## src/rtl/i2c_pkg.sv

```systemverilog
// Shared constants for the I2C line conditioner: D0 status bit indices,
// P0/P1 control bit indices and the D0 reset value.
package i2c_pkg;

  // D0 status bit positions
  localparam int unsigned D0_SCL = 0;
  localparam int unsigned D0_SDA = 1;
  localparam int unsigned D0_STA = 2;
  localparam int unsigned D0_STO = 3;
  localparam int unsigned D0_ARB = 4;
  localparam int unsigned D0_STR = 5;
  localparam int unsigned D0_RDY = 6;
  localparam int unsigned D0_TMO = 7;

  // P0 drive bits (0 = pull the line low) and P1 flag-clear strobe bit
  localparam int unsigned P0_SCL = 0;
  localparam int unsigned P0_SDA = 1;
  localparam int unsigned P1_CLR = 7;

  // Both filtered lines idle high, every flag clear
  localparam logic [7:0] D0_RST = 8'h03;

endpackage

```

## src/rtl/i2c_line_conditioner_if.sv

```systemverilog
// CPU/pad-side signal bundle of the I2C line conditioner.
//   p0_in  : CPU P0, [0] SCL drive value, [1] SDA drive value (0 = pull low)
//   p1_in  : CPU P1, [7] flag-clear strobe (rising edge)
//   scl_i  : raw SCL pad input      sda_i  : raw SDA pad input
//   scl_oe : 1 = pull SCL low       sda_oe : 1 = pull SDA low
//   d0_out : status byte to CPU D0  d1_out : last captured byte to CPU D1
// slave modport is the conditioner side, master the CPU/pad side.
interface i2c_line_conditioner_if;
  logic [7:0] p0_in;
  logic [7:0] p1_in;
  logic       scl_i;
  logic       sda_i;
  logic       scl_oe;
  logic       sda_oe;
  logic [7:0] d0_out;
  logic [7:0] d1_out;

  modport slave (
    input  p0_in, p1_in, scl_i, sda_i,
    output scl_oe, sda_oe, d0_out, d1_out
  );

  modport master (
    output p0_in, p1_in, scl_i, sda_i,
    input  scl_oe, sda_oe, d0_out, d1_out
  );
endinterface

```

## src/rtl/i2c_glitch_filter.sv

```systemverilog
// Synchroniser plus stability filter for one asynchronous pad input.
// The filtered line follows the synchronised input only after it has differed
// for FILT_LEN consecutive clocks; rise_o/fall_o pulse for one clock in the
// cycle after the filtered line changes.
// Ports: clk, rst_n (async active-low), raw_i (pad), filt_o, rise_o, fall_o.
module i2c_glitch_filter #(
  parameter int unsigned SYNC_STAGES = 2,
  parameter int unsigned FILT_LEN    = 4
) (
  input  logic clk,
  input  logic rst_n,
  input  logic raw_i,
  output logic filt_o,
  output logic rise_o,
  output logic fall_o
);

  localparam int unsigned CntW = (FILT_LEN > 1) ? $clog2(FILT_LEN) : 1;
  localparam logic [CntW-1:0] CntMax = CntW'(FILT_LEN - 1);

  logic [SYNC_STAGES-1:0] sync_q;
  logic                   sync_s;
  logic [CntW-1:0]        cnt_q, cnt_d;
  logic                   filt_q, filt_d;
  logic                   rise_q, rise_d;
  logic                   fall_q, fall_d;

  assign sync_s = sync_q[SYNC_STAGES-1];

  always_comb begin
    cnt_d  = '0;
    filt_d = filt_q;
    if (sync_s != filt_q) begin
      if (cnt_q == CntMax) begin
        filt_d = sync_s;
      end else begin
        cnt_d = cnt_q + CntW'(1);
      end
    end
    rise_d = filt_d & ~filt_q;
    fall_d = ~filt_d & filt_q;
  end

  always_ff @(posedge clk or negedge rst_n) begin
    if (!rst_n) begin
      sync_q <= '1;
      cnt_q  <= '0;
      filt_q <= 1'b1;
      rise_q <= 1'b0;
      fall_q <= 1'b0;
    end else begin
      sync_q <= {sync_q[SYNC_STAGES-2:0], raw_i};
      cnt_q  <= cnt_d;
      filt_q <= filt_d;
      rise_q <= rise_d;
      fall_q <= fall_d;
    end
  end

  assign filt_o = filt_q;
  assign rise_o = rise_q;
  assign fall_o = fall_q;

endmodule

```

## src/rtl/i2c_line_conditioner.sv

```systemverilog
// Pin-side stage between an 8-bit port CPU and open-drain I2C pads.
// Drives SCL/SDA pull-downs from P0, filters the pad inputs, detects START,
// STOP, arbitration loss and clock stretch, captures received bytes (D1) and
// reports status (D0). Flags are cleared by a rising edge on P1[7].
// Ports: clk, rst_n (async active-low), bus (i2c_line_conditioner_if.slave).
// Optional feature: define I2C_COND_TIMEOUT_EN to build the SCL-low timeout
// counter that sets D0[7]; otherwise D0[7] reads 0.
module i2c_line_conditioner
  import i2c_pkg::*;
#(
  parameter int unsigned SYNC_STAGES = 2,
  parameter int unsigned FILT_LEN    = 4,
  parameter int unsigned TIMEOUT_CYC = 1024
) (
  input  logic                    clk,
  input  logic                    rst_n,
  i2c_line_conditioner_if.slave   bus
);

  logic scl_f, scl_rise, scl_fall;
  logic sda_f, sda_rise, sda_fall;

  i2c_glitch_filter #(
    .SYNC_STAGES (SYNC_STAGES),
    .FILT_LEN    (FILT_LEN)
  ) u_scl_filt (
    .clk    (clk),
    .rst_n  (rst_n),
    .raw_i  (bus.scl_i),
    .filt_o (scl_f),
    .rise_o (scl_rise),
    .fall_o (scl_fall)
  );

  i2c_glitch_filter #(
    .SYNC_STAGES (SYNC_STAGES),
    .FILT_LEN    (FILT_LEN)
  ) u_sda_filt (
    .clk    (clk),
    .rst_n  (rst_n),
    .raw_i  (bus.sda_i),
    .filt_o (sda_f),
    .rise_o (sda_rise),
    .fall_o (sda_fall)
  );

  logic       scl_oe_q, sda_oe_q;
  logic       p1_hist_q;
  logic [2:0] bit_cnt_q, bit_cnt_d;
  logic [7:0] shift_q, shift_d;
  logic [7:0] d1_q, d1_d;
  logic [7:0] d0_q, d0_d;
  logic       start_q, start_d;
  logic       stop_q, stop_d;
  logic       arb_q, arb_d;
  logic       rdy_q, rdy_d;
  logic       tmo_flag;
  logic       clr;
  logic       scl_steady_hi;
  logic       start_ev, stop_ev, arb_ev, byte_ev;
  logic       unused_bits;

  assign clr = bus.p1_in[P1_CLR] & ~p1_hist_q;

  // SDA edges only count as START/STOP when SCL neither moved nor is low
  assign scl_steady_hi = scl_f & ~scl_rise & ~scl_fall;
  assign start_ev      = sda_fall & scl_steady_hi;
  assign stop_ev       = sda_rise & scl_steady_hi;
  assign arb_ev        = scl_rise & bus.p0_in[P0_SDA] & ~sda_f;
  assign byte_ev       = scl_rise & (bit_cnt_q == 3'd7);

  always_comb begin
    bit_cnt_d = bit_cnt_q;
    shift_d   = shift_q;
    d1_d      = d1_q;
    if (scl_rise) begin
      shift_d   = {shift_q[6:0], sda_f};
      bit_cnt_d = bit_cnt_q + 3'd1;
    end
    if (start_ev || stop_ev) begin
      bit_cnt_d = '0;
    end
    if (byte_ev) begin
      d1_d = shift_d;
    end
  end

  // Set events take priority over the clear strobe
  assign start_d = start_ev | (start_q & ~clr);
  assign stop_d  = stop_ev  | (stop_q  & ~clr);
  assign arb_d   = arb_ev   | (arb_q   & ~clr);
  assign rdy_d   = byte_ev  | (rdy_q   & ~clr);

`ifdef I2C_COND_TIMEOUT_EN
  localparam logic [15:0] TmoLimit = 16'(TIMEOUT_CYC);

  logic [15:0] tmo_cnt_q, tmo_cnt_d;
  logic        tmo_q, tmo_d;

  always_comb begin
    tmo_cnt_d = tmo_cnt_q;
    if (scl_f) begin
      tmo_cnt_d = '0;
    end else if (tmo_cnt_q != TmoLimit) begin
      tmo_cnt_d = tmo_cnt_q + 16'd1;
    end
    tmo_d = ((tmo_cnt_d == TmoLimit) & ~scl_f) | (tmo_q & ~clr);
  end

  always_ff @(posedge clk or negedge rst_n) begin
    if (!rst_n) begin
      tmo_cnt_q <= '0;
      tmo_q     <= 1'b0;
    end else begin
      tmo_cnt_q <= tmo_cnt_d;
      tmo_q     <= tmo_d;
    end
  end

  assign tmo_flag    = tmo_d;
  assign unused_bits = ^{bus.p0_in[7:2], bus.p1_in[6:0]};
`else
  assign tmo_flag    = 1'b0;
  assign unused_bits = ^{bus.p0_in[7:2], bus.p1_in[6:0], TIMEOUT_CYC[0]};
`endif

  // D0 reflects the flags as they are being registered this cycle
  always_comb begin
    d0_d         = '0;
    d0_d[D0_SCL] = scl_f;
    d0_d[D0_SDA] = sda_f;
    d0_d[D0_STA] = start_d;
    d0_d[D0_STO] = stop_d;
    d0_d[D0_ARB] = arb_d;
    d0_d[D0_STR] = bus.p0_in[P0_SCL] & ~scl_f;
    d0_d[D0_RDY] = rdy_d;
    d0_d[D0_TMO] = tmo_flag;
  end

  always_ff @(posedge clk or negedge rst_n) begin
    if (!rst_n) begin
      scl_oe_q  <= 1'b0;
      sda_oe_q  <= 1'b0;
      p1_hist_q <= 1'b1;
      bit_cnt_q <= '0;
      shift_q   <= '0;
      d1_q      <= '0;
      d0_q      <= D0_RST;
      start_q   <= 1'b0;
      stop_q    <= 1'b0;
      arb_q     <= 1'b0;
      rdy_q     <= 1'b0;
    end else begin
      scl_oe_q  <= ~bus.p0_in[P0_SCL];
      sda_oe_q  <= ~bus.p0_in[P0_SDA];
      p1_hist_q <= bus.p1_in[P1_CLR];
      bit_cnt_q <= bit_cnt_d;
      shift_q   <= shift_d;
      d1_q      <= d1_d;
      d0_q      <= d0_d;
      start_q   <= start_d;
      stop_q    <= stop_d;
      arb_q     <= arb_d;
      rdy_q     <= rdy_d;
    end
  end

  assign bus.scl_oe = scl_oe_q;
  assign bus.sda_oe = sda_oe_q;
  assign bus.d0_out = d0_q;
  assign bus.d1_out = d1_q;

endmodule

```

## src/flat_wrapper.sv

```systemverilog
// flat-port wrapper written by rule: the top's interface ports become plain ports
module i2c_line_conditioner_flat import i2c_pkg::*;
#(
  parameter int unsigned SYNC_STAGES = 2,
  parameter int unsigned FILT_LEN    = 4,
  parameter int unsigned TIMEOUT_CYC = 1024
)
  (clk, rst_n, bus_p0_in, bus_p1_in, bus_scl_i, bus_sda_i, bus_scl_oe, bus_sda_oe, bus_d0_out, bus_d1_out);
  i2c_line_conditioner_if bus_i ();
  input  logic clk;
  input  logic rst_n;
  input wire logic [$bits(bus_i.p0_in)-1:0] bus_p0_in;
  input wire logic [$bits(bus_i.p1_in)-1:0] bus_p1_in;
  input wire logic [$bits(bus_i.scl_i)-1:0] bus_scl_i;
  input wire logic [$bits(bus_i.sda_i)-1:0] bus_sda_i;
  output wire logic [$bits(bus_i.scl_oe)-1:0] bus_scl_oe;
  output wire logic [$bits(bus_i.sda_oe)-1:0] bus_sda_oe;
  output wire logic [$bits(bus_i.d0_out)-1:0] bus_d0_out;
  output wire logic [$bits(bus_i.d1_out)-1:0] bus_d1_out;
  assign bus_i.p0_in = bus_p0_in;
  assign bus_i.p1_in = bus_p1_in;
  assign bus_i.scl_i = bus_scl_i;
  assign bus_i.sda_i = bus_sda_i;
  assign bus_scl_oe = bus_i.scl_oe;
  assign bus_sda_oe = bus_i.sda_oe;
  assign bus_d0_out = bus_i.d0_out;
  assign bus_d1_out = bus_i.d1_out;
  i2c_line_conditioner #(.SYNC_STAGES(SYNC_STAGES), .FILT_LEN(FILT_LEN), .TIMEOUT_CYC(TIMEOUT_CYC)) u_core (.clk(clk), .rst_n(rst_n), .bus(bus_i));
endmodule
```

## config.mk

```make
export PLATFORM = sky130hd
export DESIGN_NAME = i2c_line_conditioner_flat
export DESIGN_NICKNAME = d
export VERILOG_FILES = /design/src/rtl/i2c_pkg.sv /design/src/rtl/i2c_line_conditioner_if.sv /design/src/rtl/i2c_glitch_filter.sv /design/src/rtl/i2c_line_conditioner.sv /design/src/flat_wrapper.sv
export SDC_FILE = /design/constraint.sdc
export NUM_CORES = 1
export LEC_CHECK = 0
export BUFFER_PORTS_ARGS = -buffer_cell sky130_fd_sc_hd__buf_4
export CAP_MARGIN = 20
export CORE_ASPECT_RATIO = 1.4
export CORE_UTILIZATION = 56
export CTS_CLUSTER_DIAMETER = 100
export DETAILED_ROUTE_END_ITERATION = 8
export PLACE_DENSITY = 0.89
export SLEW_MARGIN = 20
export SYNTH_ARGS = -nofsm -noshare
export SYNTH_HDL_FRONTEND = slang
export SYNTH_SLANG_ARGS = --single-unit
```

## constraint.sdc

```tcl
create_clock -name clk -period 3.3 [get_ports clk]
set_clock_uncertainty 0.2 [all_clocks]
set_input_delay 0.825 -clock clk [delete_from_list [all_inputs] [get_ports clk]]
set_output_delay 0.825 -clock clk [all_outputs]
set_load 0.01 [all_outputs]
```

==> run summary, run 1 <==
=====================================================================================
Clock Power Share ......................................................        0.208
Portion of the post-synthesis area used by sequential elements .........        0.645
Origin of the worst min-delay path ..................................... u_core.u_scl_filt.sync_q[0]$_DFF_PN1_
Number of antenna violations at the first check in global routing ......            0
Headroom to the max-slew limit .........................................        0.446
Setup total negative slack .............................................         0 ns
Cell chosen for the clock root ......................................... sky130_fd_sc_hd__clkbuf_4
Worst setup slack after layout .........................................      1.29 ns
Worst Path Buf+Inv .....................................................            1
P_sw ...................................................................       309 µW
Critical path arrival ..................................................      0.98 ns
Clock insertion delay at the later pin of the skew report ..............      0.35 ns
Final count of pins violating max slew .................................            0
DR iter-0 viols ........................................................            4
FILL cells .............................................................          212
Antenna diode count ....................................................            0
P per Cell Area ........................................................   610 nW/µm²
Crit path max fanout ...................................................            1
Post-synth top area share ..............................................        0.501
Initial cell density of the core .......................................        0.611
TritonCTS sink count ...................................................           42
Launch point of the worst reg-to-reg path .............................. u_core.u_scl_filt.rise_o$_DFF_PN0_
Register bit total from synthesis ......................................           42
Global-route wire length before repair .................................      4030 µm
Path depth of the worst reg2reg path ...................................            2
Switching Fraction .....................................................        0.275
Worst-path cell chain ..................................................        buf_4
Final hold viol count ..................................................            0
Data required time at the worst endpoint ...............................      2.27 ns
Adder-cell share of the synthesized area ...............................       0.0304
DRC ....................................................................            0
Post-layout total power ................................................      1.13 mW
Top-level port count ...................................................           38
Mapped Nets ............................................................          127
Overall die height .....................................................      66.2 µm
Total wire length after detailed routing ...............................      2450 µm
Worst vdd rail ir drop .................................................     0.411 mV
Cell area after synthesis ..............................................     1650 µm²
Post-CTS repair timing setup buffer count ..............................            0
DR vias ................................................................          853
Max stage delay cell, worst path ....................................... sky130_fd_sc_hd__dfstp_2
Post-CTS Hold Buffers ..................................................            0
Vias in the first global route .........................................          918
Power share of the combinational group .................................        0.179
Largest area contributor in the synthesized netlist .................... sky130_fd_sc_hd__dfrtp_1
Slew at the pin closest to its max-slew limit ..........................     0.831 ns
Number of failing setup endpoints in the final timing report ...........            0
Outcome ................................................................ finished clean
Most used cells in the layout excluding fill and tap cells ............. sky130_fd_sc_hd__dfrtp_1, sky130_fd_sc_hd__buf_4, sky130_fd_sc_hd__mux2_4
Type of destination of the critical path ...............................  output port
Clock-pin slew on the worst setup and hold paths .......................      0.10 ns
Post-synthesis share of cell area spent on and, or, nand and nor gates .       0.0729
Number of iterations in the first detailed-routing pass ................            3
Kind of cell with the highest combined delay on the critical path ......   flip-flops
TritonCTS clock tree ...................................................          yes
Largest net degree at the start of global routing ......................           43
Placement Setup Slack ..................................................      1.55 ns
Unrepaired setup endpoints after global routing ........................           no
Mapped Cells ...........................................................          103
Cell internal pwr ......................................................       816 µW
Maximum level of the CTS H-tree ........................................            2
Post-route antenna net violation count .................................            0
Commonest non-fill, non-tap cell in the layout ......................... sky130_fd_sc_hd__dfrtp_1
Number of buffers on the longest clock path ............................            2
Detail Placement HPWL ..................................................      1750 µm
Yosys warning count ....................................................            0
Horizontal die dimension ...............................................      47.8 µm
Max stage delay on crit path ...........................................      0.53 ns
Net total in the final layout ..........................................          150
Leakage power summed over all cells ....................................     0.938 nW
Cts bufs inserted ......................................................            5
Time the worst path needs with I/O delays and setup ....................      2.01 ns
All-layer global routing usage .........................................        0.191
Combinational family with the most area after synthesis ................ multiplexers
Overflow after GRT .....................................................            0
Post-route worst hold slack ............................................     0.162 ns
Floorplan Core Area ....................................................     2700 µm²
Layout cell share with drive strength beyond 1 .........................        0.457
Growth of design area from synthesis to finish .........................        12.0%
Max-cap violations .....................................................            0
Number of gates resized after cts ......................................            0
Tcrit/Tclk final .......................................................        0.608
Number of unique standard cell types used by synthesis .................           29
Max Freq ...............................................................    0.499 GHz
Buffers added on ports .................................................           23
Launching instance or port of the critical path ........................ u_core.bus.d0_out[1]$_DFF_PN1_
Type of origin of the critical path ....................................     register
Number of logic stages on the critical path including buffering ........            1
Proportion of power drawn by flip-flops and latches ....................        0.613
Last weighted congestion value of the routability-driven placer ........        0.733
Setup Crit Path Kind ................................................... register to output port
Hold Path Stages .......................................................            0
WL/cell ................................................................      15.0 µm
Share of the synthesized netlist area taken by xor and xnor gates ......       0.0159
Area fraction in compound gates after synthesis ........................       0.0342
Ratio of routed vias to standard cells .................................         5.23
HP Class ............................................................... register to register
Proportion of synthesized area in mux cells ............................        0.151
Cell types occupying the most area after synthesis ..................... sky130_fd_sc_hd__dfrtp_1, sky130_fd_sc_hd__dfstp_2, sky130_fd_sc_hd__mux2_4, sky130_fd_sc_hd__ha_1, sky130_fd_sc_hd__buf_4
Avg Cell Area, Syn .....................................................     16.0 µm²
Cell Rows ..............................................................           22
DIE AREA ...............................................................     3170 µm²
=====================================================================================
==> cell type report <==
cell class | count | area [µm²] | area share
flip-flops and latches | 42 | 1060 | 0.576
multi-input cells | 51 | 505 | 0.274
repair buffers | 23 | 173 | 0.0936
clock buffers | 8 | 48.8 | 0.0264
well taps | 36 | 45.0 | 0.0244
inverters | 3 | 11.3 | 0.00610
==> cells in the mapped netlist, drive strengths merged <==
| library cell | count |
|---|---|
| dfstp | 9 |
| nor3b | 2 |
| and2 | 1 |
| nand2 | 5 |
| o2bb2ai | 1 |
| inv | 3 |
| a22o | 3 |
| mux2i | 2 |
| xor2 | 1 |
| or2 | 1 |
| buf | 7 |
| o21ai | 1 |
| ha | 4 |
| mux2 | 16 |
| nand2b | 1 |
| nor3 | 1 |
| a21oi | 3 |
| xnor2 | 2 |
| dfrtp | 33 |
| nor2b | 1 |
| conb | 1 |
| nor2 | 4 |
| and3b | 1 |
==> flip-flops by register name, indices dropped and copies added (netlist names) <==
| register | cells |
|---|---|
| u_core.u_sda_filt.rise_o | 1 |
| u_core.u_scl_filt.fall_o | 1 |
| u_core.bus.scl_oe | 1 |
| u_core.bus.d1_out | 8 |
| u_core.u_scl_filt.cnt_q | 2 |
| u_core.p1_hist_q | 1 |
| u_core.u_scl_filt.rise_o | 1 |
| u_core.u_scl_filt.sync_q | 2 |
| u_core.bus.d0_out | 7 |
| u_core.u_sda_filt.cnt_q | 2 |
| u_core.u_sda_filt.sync_q | 2 |
| u_core.shift_q | 7 |
| u_core.bit_cnt_q | 3 |
| u_core.u_sda_filt.fall_o | 1 |
| u_core.bus.sda_oe | 1 |
| u_core.u_sda_filt.filt_o | 1 |
| u_core.u_scl_filt.filt_o | 1 |
==> metal layers <==
layer  track usage  routed length [µm]
met5             0                   0
met2         0.313                1290
met1         0.212                 982
met4        0.0938                  61
met3        0.0656                 109
==> per-stage QoR <==
step,cells,utilization,instance area [µm²]
global route,163,0.684,1850
finish,163,0.684,1850
detailed placement,155,0.666,1800
floorplan,103,-,1650
CTS,163,0.684,1850
global placement,155,0.666,1800
==> logic make-up after synthesis <==
group	Yosys count
flip-flops	42
multiplexers	18
AND/OR/NAND/NOR	17
buffers and inverters	10
AO/OA/AOI/OAI	8
adder cells (fa/ha/maj)	4
XOR/XNOR	3
other	1
==> worst paths after layout <==
kind | to | slack (ns)
max | bus_d0_out[1] | 1.29
min | u_core.u_scl_filt.sync_q[1]$_DFF_PN1_ | 0.16
max reg2reg | u_core.bus.d1_out[0]$_DFFE_PN0P_ | 1.57
min reg2reg | u_core.u_scl_filt.sync_q[1]$_DFF_PN1_ | 0.16
max in group asynchronous | u_core.u_sda_filt.sync_q[0]$_DFF_PN1_ | 2.31
min in group asynchronous | u_core.bus.d0_out[6]$_DFF_PN0_ | 0.23
==> power by group through the flow <==
stage	clock (mW)	sequential (mW)	combinational [mW]
floorplan	0	0.681	0.143
CTS	0.243	0.690	0.207
global route	0.263	0.700	0.228
finish	0.234	0.690	0.201
global placement	0	0.690	0.187
detailed placement	0	0.701	0.204
No activity file was read; power rests on OpenSTA's default activity.
==> inputs of run 2 (changes only) <==
ABC_AREA = 1   (was unset)
CORE_UTILIZATION = 51   (was 56)
PLACE_DENSITY = 0.83   (was 0.89)
clock period = 1.98 ns   (was 3.3 ns; I/O delays follow)
==> run 2 against run 1 <==
  * Die area grew 6.6%
  * Largest power group unchanged
  * Via count grew 12%
  * Critical path type unchanged
  * Synthesized cell count grew 34%
  * Combinational power grew 83%
  * Setup slack lost 0.93 ns
  * Cell area grew 0.88%
  * Global-route usage shrank 2.2 points
  * Wire length shrank 7.4%
  * Utilization shrank 5.0 points
==> run summary, run 2 <==
================================================================================
Portion of the post-synthesis area used by sequential elements ....        0.663
Antenna diode count ...............................................            0
Worst-path cell chain .............................................        buf_4
Mapped Nets .......................................................          162
Floorplan Core Area ...............................................     2940 µm²
Setup Crit Path Kind .............................................. register to output port
Number of gates resized after cts .................................            0
Post-CTS Hold Buffers .............................................            1
Synth cell count leaders .......................................... sky130_fd_sc_hd__dfrtp_1, sky130_fd_sc_hd__nand2_1, sky130_fd_sc_hd__inv_1, sky130_fd_sc_hd__o21ai_0
Maximum level of the CTS H-tree ...................................            2
Cell area reported after detailed placement .......................     1760 µm²
Top-level port count ..............................................           38
Number of buffers on the longest clock path .......................            2
DIE AREA ..........................................................     3370 µm²
Cts bufs inserted .................................................            5
Number of antenna violations at the first check in global routing .            0
TritonCTS sink count ..............................................           42
HP Class .......................................................... primary input to register
Worst Path Buf+Inv ................................................            1
Last weighted congestion value of the routability-driven placer ...        0.680
Post-synth top flop ............................................... sky130_fd_sc_hd__dfrtp_1
EDFF count, synth .................................................            0
Max stage delay cell, worst path .................................. sky130_fd_sc_hd__dfstp_2
Clock-pin slew on the worst setup and hold paths ..................      0.07 ns
Type of destination of the critical path ..........................  output port
Crit path max fanout ..............................................            1
Layout cell share with drive strength beyond 1 ....................        0.321
Yosys warning count ...............................................            0
Growth of design area from synthesis to finish ....................        16.2%
Max-cap violations ................................................            0
Tcrit/Tclk final ..................................................        0.817
Cell area after synthesis .........................................     1600 µm²
Overflow after GRT ................................................            0
Mapped Cells ......................................................          138
Outcome ........................................................... finished clean
Data required time at the worst endpoint ..........................      1.28 ns
Net total in the final layout .....................................          185
DR vias ...........................................................          958
Total wire length after detailed routing ..........................      2270 µm
Fraction of registers with async set or reset after synthesis .....         1.00
Most common cell in the netlist ................................... sky130_fd_sc_hd__dfrtp_1
Worst setup slack after layout ....................................     0.363 ns
Overall die height ................................................      68.3 µm
Avg Cell Area, Syn ................................................     11.6 µm²
Setup total negative slack ........................................         0 ns
Horizontal die dimension ..........................................      49.4 µm
Unrepaired setup endpoints after global routing ...................           no
Clock insertion delay at the later pin of the skew report .........      0.30 ns
Number of failing setup endpoints in the final timing report ......            0
Placement Setup Slack .............................................     0.489 ns
Largest area contributor in the synthesized netlist ............... sky130_fd_sc_hd__dfrtp_1
Max reg flops .....................................................            8
Post-CTS repair timing setup buffer count .........................            0
Ratio of routed vias to standard cells ............................         4.81
Detail Placement HPWL .............................................      1610 µm
Number of unique standard cell types used by synthesis ............           22
Time the worst path needs with I/O delays and setup ...............      1.62 ns
DR iter-0 viols ...................................................           17
Worst vdd rail ir drop ............................................     0.768 mV
Post-synth top area share .........................................        0.515
Most used cells in the layout excluding fill and tap cells ........ sky130_fd_sc_hd__dfrtp_1, sky130_fd_sc_hd__buf_4, sky130_fd_sc_hd__nand2_1
Final standard cell area without fillers ..........................     1860 µm²
Kind of cell with the highest combined delay on the critical path .   flip-flops
Final hold viol count .............................................            0
Cell chosen for the clock root .................................... sky130_fd_sc_hd__clkbuf_8
Critical path arrival .............................................      0.92 ns
Largest net degree at the start of global routing .................           43
WL/cell ...........................................................      11.4 µm
FILL cells ........................................................          258
Register bit total from synthesis .................................           42
Initial cell density of the core ..................................        0.546
TritonCTS clock tree ..............................................          yes
Final count of pins violating max slew ............................            0
All-layer global routing usage ....................................        0.170
Final Instance Count excl. Fillers ................................          199
Commonest non-fill, non-tap cell in the layout .................... sky130_fd_sc_hd__dfrtp_1
Vias in the first global route ....................................          946
Global-route wire length before repair ............................      4020 µm
Buffers added on ports ............................................           23
DRC ...............................................................            0
Number of iterations in the first detailed-routing pass ...........            3
Type of origin of the critical path ...............................     register
Slew at the pin closest to its max-slew limit .....................     0.582 ns
Max Freq ..........................................................    0.618 GHz
Instance count after placement with tap cells included ............          190
Final Util ........................................................        0.634
Post-route antenna net violation count ............................            0
P per Cell Area ...................................................  1110 nW/µm²
Leakage power summed over all cells ...............................     0.936 nW
Headroom to the max-slew limit ....................................        0.612
Cell types occupying the most area after synthesis ................ sky130_fd_sc_hd__dfrtp_1, sky130_fd_sc_hd__dfstp_2, sky130_fd_sc_hd__nand2_1, sky130_fd_sc_hd__o21ai_2, sky130_fd_sc_hd__o21ai_0
Max stage delay on crit path ......................................      0.52 ns
Cell Rows .........................................................           23
================================================================================
==> run 2: cell types whose count changed after synthesis, moves of 2 or more <==
cell                       previous run  this run
sky130_fd_sc_hd__inv_1                3        17
sky130_fd_sc_hd__a21oi_1              3         1
sky130_fd_sc_hd__a21boi_0             0         2
sky130_fd_sc_hd__nor2_1               4         9
sky130_fd_sc_hd__nand2_1              4        21
sky130_fd_sc_hd__o21ai_2              0         8
sky130_fd_sc_hd__mux2_4              13         0
sky130_fd_sc_hd__a22o_1               2         0
sky130_fd_sc_hd__and3_1               0         2
sky130_fd_sc_hd__o21ai_0              1        13
sky130_fd_sc_hd__mux2i_1              2         0
sky130_fd_sc_hd__mux2_2               3         0
==> run 2: cell families (layout without fill, tap and decap cells) <==
logic type               Yosys count  after routing  share of synthesized area
adder cells (fa/ha/maj)            4              4                     0.0312
XOR/XNOR                           3              3                     0.0164
AND/OR/NAND/NOR                   36             36                     0.0976
flip-flops                        42             42                      0.663
buffers and inverters             26             50                     0.0843
AO/OA/AOI/OAI                     26             26                      0.105
other                              1              1                    0.00234
==> run 2: per-layer routing <==
layer	vias to the layer above	GRT usage	share of wire
met1	454	0.183	0.41
met2	23	0.284	0.51
met5	-	0	0
li1	476	-	-
met3	5	0.0622	0.054
met4	0	0.107	0.023
==> run 2: path summary, 6_finish.rpt <==
check,startpoint,end,slack [ns],depth (start not counted)
max reg2reg,u_core.u_scl_filt.rise_o$_DFF_PN0_,u_core.bus.d1_out[1]$_DFFE_PN0P_,0.48,3
min reg2reg,u_core.u_scl_filt.sync_q[0]$_DFF_PN1_,u_core.u_scl_filt.sync_q[1]$_DFF_PN1_,0.16,0
min in group asynchronous,rst_n,u_core.shift_q[4]$_DFF_PN0_,0.51,2
max in group asynchronous,rst_n,u_core.u_sda_filt.sync_q[0]$_DFF_PN1_,0.70,2
min,bus_scl_i,u_core.u_scl_filt.sync_q[0]$_DFF_PN1_,0.11,1
max,u_core.bus.d0_out[1]$_DFF_PN1_,bus_d0_out[1],0.36,1
==> run 2: through the flow <==
step	power, mW	hold slack (ns)
after floorplan	1.41	-0.000591
after global placement	1.51	0.147
after detailed placement	1.55	0.149
after CTS	2.11	0.0918
after global routing	2.22	0.0830
final	2.07	0.106
==> run 2: layout make-up <==
type                            instances  area, µm²  area share
Sequential cell                        42       1060       0.571
Multi-Input combinational cell         70        405       0.218
Timing Repair Buffer                   24        183      0.0981
Clock buffer                            6       82.6      0.0444
Inverter                               18       70.1      0.0376
Tap cell                               37       46.3      0.0249
Clock inverter                          2       12.5     0.00672
==> run 2: report_power, final <==
| group | leakage (nW) | switching, mW | total [mW] | internal, mW |
|---|---|---|---|---|
| registers | 0.538 | 0.0979 | 1.15 | 1.05 |
| clock network | 0.0472 | 0.273 | 0.553 | 0.280 |
| logic | 0.351 | 0.207 | 0.367 | 0.160 |
==> inputs of run 3 (changes only) <==
ABC_AREA = 0   (was 1)
CORE_UTILIZATION = 47   (was 51)
PLACE_DENSITY = 0.81   (was 0.83)
clock period = 1.35 ns   (was 1.98 ns; I/O delays follow)
==> run 3 against run 2 <==
  * The flow now finishes with violations (setup timing)
  * Register-to-register slack worse by 0.63 ns
  * Clock-buffer cell count up 1
  * Critical path depth is 3 higher
  * Largest power group unchanged
==> run summary, run 3 (synthesis gave the netlist of run 1 again) <==
================================================================================
Cell internal pwr .................................................      2.36 mW
Commonest non-fill, non-tap cell in the layout .................... sky130_fd_sc_hd__dfrtp_1
Vias in the first global route ....................................          887
Largest net degree at the start of global routing .................           43
Layout cell share with drive strength beyond 1 ....................        0.573
P per Cell Area ...................................................  1430 nW/µm²
Violated checks ................................................... setup timing
Maximum level of the CTS H-tree ...................................            2
Register area .....................................................     1060 µm²
Post-route antenna net violation count ............................            0
Final count of pins violating max slew ............................            0
Last weighted congestion value of the routability-driven placer ...        0.708
Horizontal die dimension ..........................................      52.0 µm
Total area of multi-input combinational cells .....................      534 µm²
Cts bufs inserted .................................................            5
Ratio of routed vias to standard cells ............................         4.80
Max Freq ..........................................................    0.669 GHz
TritonCTS sink count ..............................................           42
Headroom to the max-slew limit ....................................        0.660
DR iter-0 viols ...................................................           14
Tcrit/Tclk final ..................................................         1.11
Number of antenna violations at the first check in global routing .            0
Data required time at the worst endpoint ..........................      1.33 ns
TritonCTS clock tree ..............................................          yes
Power share of the combinational group ............................        0.227
Cell Rows .........................................................           25
FILL cells ........................................................          226
Top-level port count ..............................................           38
Max reg flops .....................................................            8
Worst setup slack after layout ....................................    -0.145 ns
Global-route wire length before repair ............................      4260 µm
Most used cells in the layout excluding fill and tap cells ........ sky130_fd_sc_hd__dfrtp_1, sky130_fd_sc_hd__buf_4, sky130_fd_sc_hd__buf_6
Overall die height ................................................      72.1 µm
DRC ...............................................................            0
Critical path arrival .............................................      1.48 ns
Unrepaired setup endpoints after global routing ...................          yes
Final standard cell area without fillers ..........................     2250 µm²
DIE AREA ..........................................................     3750 µm²
All-layer global routing usage ....................................        0.168
Antenna diode count ...............................................            0
Net total in the final layout .....................................          180
Slew at the pin closest to its max-slew limit .....................     0.510 ns
P_sw ..............................................................       859 µW
Leakage power summed over all cells ...............................      1.13 nW
Detail Placement HPWL .............................................      1660 µm
Number of buffers on the longest clock path .......................            2
Crit path max fanout ..............................................            8
Clock-pin slew on the worst setup and hold paths ..................      0.07 ns
Type of destination of the critical path ..........................     register
Buffers added on ports ............................................           23
Growth of design area from synthesis to finish ....................        36.8%
Number of iterations in the first detailed-routing pass ...........            4
Number of failing setup endpoints in the final timing report ......           18
Post-layout total power ...........................................      3.22 mW
Switching Fraction ................................................        0.267
DR vias ...........................................................          946
Clock insertion delay at the later pin of the skew report .........      0.30 ns
Time the worst path needs with I/O delays and setup ...............      1.50 ns
Total wire length after detailed routing ..........................      2840 µm
Setup Crit Path Kind .............................................. register to register
Overflow after GRT ................................................            0
HP Class .......................................................... register to register
Initial cell density of the core ..................................        0.492
WL/cell ...........................................................      14.4 µm
Final hold viol count .............................................            0
Cell area reported after detailed placement .......................     1850 µm²
Max-cap violations ................................................            0
Worst vdd rail ir drop ............................................     0.899 mV
Cell chosen for the clock root .................................... sky130_fd_sc_hd__clkbuf_8
Floorplan Core Area ...............................................     3350 µm²
Type of origin of the critical path ...............................     register
Outcome ........................................................... finished with violations
Proportion of power drawn by flip-flops and latches ...............        0.512
Clock Power Share .................................................        0.261
================================================================================
==> run 3: cell types whose count changed in the layout (fill, tap and decap cells not counted), moves of 8 or more <==
cell                      change
sky130_fd_sc_hd__buf_6       +17
sky130_fd_sc_hd__nand2_1     -17
sky130_fd_sc_hd__mux2_4      +13
sky130_fd_sc_hd__inv_1       -14
sky130_fd_sc_hd__o21ai_0     -12
sky130_fd_sc_hd__o21ai_2      -8
==> run 3: metrics by stage <==
stage	setup WS (ns)	hold slack [ns]	utilization	cells	setup TNS, ns
2_1_floorplan	-0.0873	-0.158	-	103	-0.699
3_3_place_gp	-0.114	0.138	0.553	162	-0.890
3_5_place_dp	-0.136	0.148	0.553	162	-1.06
4_1_cts	-0.150	0.161	0.634	184	-1.56
5_1_grt	-0.172	0.167	0.674	197	-2.16
6_report	-0.145	0.159	0.674	197	-1.44
==> run 3: final cells by class <==
class	count	share of cell area
inverters	3	0.00499
clock buffers	7	0.0383
flip-flops and latches	42	0.471
multi-input cells	51	0.237
clock inverters	1	0.00388
repair buffers	53	0.223
well taps	40	0.0222
==> run 3: timing repair <==
action | in CTS | in global routing
buffers inserted | 8 | 13
resized for setup | 15 | 6
pin swaps | 0 | 2
hold buffers | 6 | 0
endpoints found under the setup margin | 23 | 31
hold endpoints to repair | 38 | 0
==> run 3: power by group through the flow <==
stage | clock (mW) | sequential (mW) | combinational [mW]
5_1_grt | 0.938 | 1.68 | 0.801
3_3_place_gp | 0 | 1.66 | 0.544
4_1_cts | 0.878 | 1.65 | 0.648
6_report | 0.842 | 1.65 | 0.730
3_5_place_dp | 0 | 1.67 | 0.591
2_1_floorplan | 0 | 1.67 | 0.356
==> run 3: worst max-delay path, stage by stage (launching register included) <==
cell	delay (ns)
sky130_fd_sc_hd__dfrtp_1	0.39
sky130_fd_sc_hd__ha_2	0.20
sky130_fd_sc_hd__ha_4	0.18
sky130_fd_sc_hd__nand2_8	0.11
sky130_fd_sc_hd__mux2_4	0.31
==> run 3: final timing paths <==
kind                                                            start  cells past startpoint                                    end  slack (ns)
worst max-delay path                  u_core.bit_cnt_q[1]$_DFFE_PN0P_                      4       u_core.bus.d1_out[6]$_DFFE_PN0P_       -0.15
worst min-delay path            u_core.u_sda_filt.sync_q[0]$_DFF_PN1_                      0  u_core.u_sda_filt.sync_q[1]$_DFF_PN1_        0.16
worst max register to register        u_core.bit_cnt_q[1]$_DFFE_PN0P_                      4       u_core.bus.d1_out[6]$_DFFE_PN0P_       -0.15
worst min register to register  u_core.u_sda_filt.sync_q[0]$_DFF_PN1_                      0  u_core.u_sda_filt.sync_q[1]$_DFF_PN1_        0.16
max in group asynchronous                                       rst_n                      2         u_core.bus.d0_out[1]$_DFF_PN1_        0.23
min in group asynchronous                                       rst_n                      2     u_core.u_scl_filt.rise_o$_DFF_PN0_        0.35
==> run 3: per-layer routing <==
| metal | vias to the layer above | wire [µm] | global-route usage |
|---|---|---|---|
| met5 | - | 0 | 0 |
| met4 | 0 | 66 | 0.0991 |
| met3 | 6 | 110 | 0.0755 |
| met2 | 18 | 1490 | 0.256 |
| met1 | 475 | 1170 | 0.190 |
| li1 | 447 | - | - |
